<file path="config.mk">
export PLATFORM = sky130hd
export DESIGN_NAME = ff_excitation_driver
export DESIGN_NICKNAME = d
export VERILOG_FILES = /design/src/rtl/ff_excitation_driver.sv
export SDC_FILE = /design/constraint.sdc
export NUM_CORES = 1
export LEC_CHECK = 0
export ABC_AREA = 1
export ABC_CLOCK_PERIOD_IN_PS = 1530
export CAP_MARGIN = 25
export CORE_AREA = 2 2 78 80
export CTS_CLUSTER_DIAMETER = 50
export DETAILED_ROUTE_END_ITERATION = 10
export DIE_AREA = 0 0 80 82
export PLACE_DENSITY_LB_ADDON = 0.1
export SYNTH_ARGS = -nofsm -noshare
export SYNTH_HDL_FRONTEND = slang
export SYNTH_SLANG_ARGS = --single-unit
</file>
<file path="constraint.sdc">
create_clock -name clk -period 1.53 [get_ports clk]
set_input_delay 0.306 -clock clk [delete_from_list [all_inputs] [get_ports clk]]
set_output_delay 0.306 -clock clk [all_outputs]
set_load 0.01 [all_outputs]
</file>
<file path="src/rtl/ff_excitation_driver.sv">
// Stimulus/checker end of a flip-flop excitation link: drives S/R or J/K so the
// downstream flip-flop's q follows a requested bit sequence, and counts q mismatches.
module ff_excitation_driver #(
  parameter int W             = 8,
  parameter int PREFER_TOGGLE = 0,
  parameter int CW            = $clog2(W+2)
) (
  input  logic                   clk,
  input  logic                   rst,
  input  logic                   start,
  input  logic                   mode,
  input  logic [W-1:0]           pattern,
  input  logic [$clog2(W+1)-1:0] len,
  input  logic                   q_fb,
  output logic                   s_j,
  output logic                   r_k,
  output logic                   busy,
  output logic                   done,
  output logic [CW-1:0]          err_cnt,
  output logic                   mismatch
);

  localparam int LW = $clog2(W+1);

  // Handshake: start is a one-cycle request, accepted only in IDLE; busy covers
  // accept edge up to the done pulse, and requests seen while busy are dropped.
  typedef enum logic [2:0] {
    IDLE  = 3'd0,
    CLEAR = 3'd1,
    RUN   = 3'd2,
    DRAIN = 3'd3,
    DONE  = 3'd4
  } state_t;

  state_t        state;
  logic          jk_q;
  logic [W-1:0]  sh;
  logic [LW-1:0] len_q;
  logic [LW-1:0] rem;
  logic          prev;
  logic          cur;

  // Excitation needed for a from->to transition; derived from expected state only.
  function automatic logic [1:0] exc(input logic jk, input logic from_b, input logic to_b);
    if (from_b == to_b)                exc = 2'b00;
    else if (jk && PREFER_TOGGLE != 0) exc = 2'b11;
    else if (to_b)                     exc = 2'b10;
    else                               exc = 2'b01;
  endfunction

  always_ff @(posedge clk) begin
    if (rst) begin
      state    <= IDLE;
      s_j      <= 1'b0;
      r_k      <= 1'b0;
      busy     <= 1'b0;
      done     <= 1'b0;
      err_cnt  <= '0;
      mismatch <= 1'b0;
      jk_q     <= 1'b0;
      sh       <= '0;
      len_q    <= '0;
      rem      <= '0;
      prev     <= 1'b0;
      cur      <= 1'b0;
    end else begin
      case (state)
        IDLE: begin
          done <= 1'b0;
          if (start) begin
            state    <= CLEAR;
            jk_q     <= mode;
            sh       <= pattern;
            len_q    <= (len > LW'(W)) ? LW'(W) : len;
            err_cnt  <= '0;
            mismatch <= 1'b0;
            busy     <= 1'b1;
            s_j      <= 1'b0;
            r_k      <= 1'b1;
          end
        end
        CLEAR: begin
          prev <= 1'b0;
          if (len_q != '0) begin
            state      <= RUN;
            rem        <= len_q - LW'(1);
            cur        <= sh[0];
            sh         <= sh >> 1;
            {s_j, r_k} <= exc(jk_q, 1'b0, sh[0]);
          end else begin
            state      <= DRAIN;
            {s_j, r_k} <= 2'b00;
          end
        end
        RUN: begin
          if (q_fb != prev) begin
            mismatch <= 1'b1;
            if (err_cnt != '1) err_cnt <= err_cnt + CW'(1);
          end
          prev <= cur;
          if (rem == '0) begin
            state      <= DRAIN;
            {s_j, r_k} <= 2'b00;
          end else begin
            rem        <= rem - LW'(1);
            cur        <= sh[0];
            sh         <= sh >> 1;
            {s_j, r_k} <= exc(jk_q, cur, sh[0]);
          end
        end
        DRAIN: begin
          if (q_fb != prev) begin
            mismatch <= 1'b1;
            if (err_cnt != '1) err_cnt <= err_cnt + CW'(1);
          end
          state      <= DONE;
          done       <= 1'b1;
          busy       <= 1'b0;
          {s_j, r_k} <= 2'b00;
        end
        DONE: begin
          state <= IDLE;
          done  <= 1'b0;
        end
        default: begin
          state      <= IDLE;
          busy       <= 1'b0;
          done       <= 1'b0;
          {s_j, r_k} <= 2'b00;
        end
      endcase
    end
  end

endmodule

</file>
; ---- Yosys cells after proc, flatten, opt, wreduce, memory -nomap -nowiden
; Index checks and enable logic that the tools add are counted.
[word_totals]
ff_bits = 30
input_bits = 17
output_inout_bits = 9
elab_cells = 83
[classes]
n_addsub = 3
order_cmp = 1
eq_ne = 13
n_mux = 35
bitwise = 2
n_reduce_logical = 17
[op_table]
columns = cell, n
row1 = $mux 4, 6
row2 = $mux 8, 3
row3 = $pmux 8 s3, 1
row4 = $pmux 4 s2, 2
row5 = $pmux 3 s4, 1
row6 = $mux 1, 10
row7 = $pmux 1 s2, 5
row8 = $ne 2x2->1 const B, 4
row9 = $pmux 1 s4, 2
row10 = $reduce_and 2->1, 4
row11 = $reduce_and 4->1, 2
row12 = $sub 4x1->4 const B, 2
row13 = $eq 3x2->1 const B, 2
row14 = $mux 2, 3
row15 = $mux 3, 2
row16 = $reduce_and 3->1, 2
row17 = $add 4x1->4 const B, 1
row18 = $gt 4x4->1 const B, 1
row19 = $logic_not 4->1, 1
row20 = $ne 2x1->1 const B, 2
row21 = $ne 4x4->1 const B, 1
row22 = $reduce_bool 2->1, 2
row23 = $reduce_bool 4->1, 1
row24 = $reduce_or 2->1, 2
row25 = 8 further kinds, 9

; ---- Longest topological paths before layout
[logic_depth]
depth_word = 4
mapped_depth = 10
ltp_nobuf = 9

; ---- Worst setup path after synthesis
; Ideal clock, no wire load.
[synth_timing]
path_type = register -> register
start = register state[0]
end = register rem[1]
setup_ns = 0.070
arrival_ns = 1.266
required_time_ns = 1.460
slack_ns = 0.194
path_stages_with_launch = 9
path_buffers = 0
period_less_slack_ns = 1.336
cell_sequence = dfxtp_1 -> nor2_4 -> nand2_8 -> nand2_1 -> nand2_1 -> ha_1 -> inv_1 -> nand3_1 -> a21oi_1
[synth_via]
elab_chain_len = 3
elab_cells_between_ends = 7
classes_between = eq/ne: 4 / mux: 1 / reduce/logical: 2
[synth_lines]
columns = item, line
row1 = start: declaration, 35  ; state_t state;
row2 = start signal: assignment, 53  ; state <= IDLE;
row3 = start signal: assignment, 71  ; state <= CLEAR;
row4 = start signal: assignment, 85  ; state <= RUN;
row5 = $eq 3x2->1 or $eq 3x1->1 (tied branches), 67  ; case (state)
row6 = $ne 2x2->1 (no source line) or $reduce_bool 2->1 (tied branches), --
row7 = $reduce_and 3->1 (no source line), --
row8 = end signal: assignment, 86  ; rem <= len_q - LW'(1);
row9 = end signal: assignment, 105  ; rem <= rem - LW'(1);
row10 = end: declaration, 39  ; logic [LW-1:0] rem;
; Several ways; a longest one is shown, not always the timed one.
; A chain may end at the register's enable or synchronous reset.

; ---- Final worst setup path
[layout_timing]
start = register err_cnt[2]
end = output port err_cnt[2]
[layout_lines]
columns = item, line
row1 = start: declaration, 19  ; output logic [CW-1:0] err_cnt,
row2 = start signal: assignment, 98  ; if (err_cnt != '1) err_cnt <= err_cnt + CW'(1);
row3 = start signal: assignment, 114  ; if (err_cnt != '1) err_cnt <= err_cnt + CW'(1);
; No word-level cell between the ends.

==> impl_metrics.ini <==
[global_route]
grt_pass1_wl_um = 6250
grt_pass1_vias = 1368
grt_antenna_before_repair = 0
gr-total-overflow = 0
grt_use_total_pct = 12.4
grt_max_degree = 18

[placed_design]
placed_cells = 339
io_buffers = 24
place.gp.congestion = 0.790
dp_hpwl_um = 2790
dp_worst_setup_slack_ps = -78.0

[routing]
drc = 0
wirelength_um = 3750
antenna_left = 0
viasPerCell = 4.30
num_vias = 1495
wl_per_cell_um = 10.8
dr.pass1.iters = 4
drt-initial-drc-count = 49

[die]
die_h_um = 82
start_util_pct = 28.7
die-area_um2 = 6560
die_w_um = 80
ioPinCount = 26
rows = 28
fp.coreArea_um2 = 5750

[pwr]
power.total_mw = 3.51
sw_frac_of_total_pct = 40.2
p_comb_share_pct = 46.3
power.share.sequential_pct = 31.3
worst_ir_drop_vdd_mv = 0.641
clock_power_share_pct = 22.4
p_int_mw = 2.10
power_density_nw_per_um2 = 1620
p_leak_nw = 1.03
switchingPower_mw = 1.41

[synthesis]
synth.avg_cell_area_um2 = 7.06
syn_area_um2 = 1650
synthCells = 234
synth_seq_cells = 30
ys_warn_count = 0
ys_seq_area_share_pct = 36.4
synth_cell_types = 27
syn_nets = 253

[setup_path]
cp_max_fo = 5
critPathCaptureType = primary output
start_kind = register
path_buf_inv = 1
worstSetupPathType = reg2out
critical_path_arrival_ps = 1180
critical_path_required_ps = 1220
cp_slowest_cell = clkdlybuf4s50_1
crit_family = buffers and inverters
max_stage_delay_ps = 540
crit_chain = clkdlybuf4s50_1

[cts]
clkTransAtPathRegs_ps = 60
cts_hold_buf = 0
cts_sinks = 30
cts-root-buf = clkbuf_8
cts_buffers = 5
cts_tree = built
htree_levels = 2
worst_skew_pair.late_latency_ps = 280
cts.path.max_buffers = 2

[sta]
period_share_pct = 97.2
max_freq_ghz = 0.672
hold_slack_ps = 468
fin_crit_ps = 1490
report.final.hold_viol_count = 0
tightest_slew_ps = 269
rsz0062_at_grt = no
final_max_slew_viol_count = 0
slew_headroom_pct = 82.0
finalWorstSetupSlack_ps = 43.0
skew_ps = 4.56
setup_viol = 0

[layout]
drive_above_1_share_pct = 21.6
antenna_cells = 0
area_delta_synth_final_pct = 31.2
final_nets = 291
instances_no_fill = 348

[flow_run]
max_cap_violations = 0

[min_path]
hold_class = reg2reg

[status]
status = finished, final reports clean
layer usage:
metal  track usage (%)  share of wire [%]
met5                 0                  0
met4              4.75                1.8
met3              3.19                3.6
met2              19.1                 44
met1              16.6                 51
registers in the layout (all words and copies together), names as in the netlist:
name / flops
err_cnt: 4
state: 3
cur: 1
sh: 8
mismatch: 1
done: 1
prev: 1
rem: 4
r_k: 1
len_q: 4
s_j: 1
busy: 1
what timing repair did:
| item | 4_1_cts | 5_1_grt |
|---|---|---|
| pin swaps | 0 | 1 |
| setup endpoints to repair | 4 | 11 |
| buffers inserted | 0 | 1 |
| resized for setup | 4 | 5 |
synth_stat cells (all sizes together):
cell	n	area share, %
a21oi	14	4.2
a31o	1	0.53
a31oi	1	0.38
buf	4	2.8
clkbuf	2	0.45
dfxtp	30	36
ha	2	1.5
inv	31	7.3
nand2	71	19
nand3	16	5.5
nand4	5	1.9
nor2	37	12
nor3	2	0.61
o21ai	16	6.2
o21bai	1	0.45
xor2	1	0.53
cells by family (layout without fill, tap and decap cells):
family / after synthesis / in the layout / synth area share (%)
flops: 30 / 30 / 36.4
compound gates: 33 / 33 / 11.8
simple gates: 131 / 131 / 39.2
buf+inv: 37 / 76 / 10.6
xor+xnor: 1 / 1 / 0.530
fa+ha+maj: 2 / 2 / 1.51
metrics by stage:
stage / TNS, ps / utilization (%) / instance area, um^2
after floorplan: 0 / - / 1650
after global placement: -829 / 35.4 / 2030
after detailed placement: -775 / 35.4 / 2030
after CTS: 0 / 37.3 / 2150
after global routing: 0 / 37.7 / 2170
final: 0 / 37.7 / 2170
final timing paths:
| path | start | end | slack, ps | depth (start not counted) |
|---|---|---|---|---|
| worst min register to register | done | done | 470 | 2 |
| worst min-delay path | done | done | 470 | 2 |
| worst max register to register | state[0] | rem[1] | 120 | 8 |
| worst max-delay path | err_cnt[2] | err_cnt[2] | 40 | 1 |
layout make-up:
class                           instances  area (um^2)
Fill cell                             648         3580
Timing Repair Buffer                   37          357
Multi-Input combinational cell        167          881
Tap cell                               75         93.8
Sequential cell                        30          606
Inverter                               31          121
Clock inverter                          3         40.0
Clock buffer                            5         68.8
layout by cell type (no fill, tap or decap), types with 4 or more instances in the layout:
master / netlist / layout
clkbuf_8: 0 / 5
clkdlybuf4s50_1: 0 / 20
o21ai_0: 9 / 9
nand2_1: 67 / 67
buf_4: 2 / 12
dfxtp_1: 30 / 26
nor2_2: 13 / 12
dfxtp_2: 0 / 4
nor2_1: 20 / 20
nand4_1: 5 / 5
a21oi_1: 14 / 14
nor2_4: 4 / 5
inv_1: 27 / 27
nand3_1: 14 / 14
o21ai_2: 6 / 6
power by group through the flow:
stage                     sequential [mW]  clock [mW]  combinational (mW)
after floorplan                      1.10           0                1.29
after detailed placement             1.12           0                1.63
after global placement               1.11           0                1.64
after CTS                            1.10       0.814                1.63
final                                1.10       0.787                1.62
after global routing                 1.12       0.859                1.86
No activity file was read; power rests on OpenSTA's default activity.
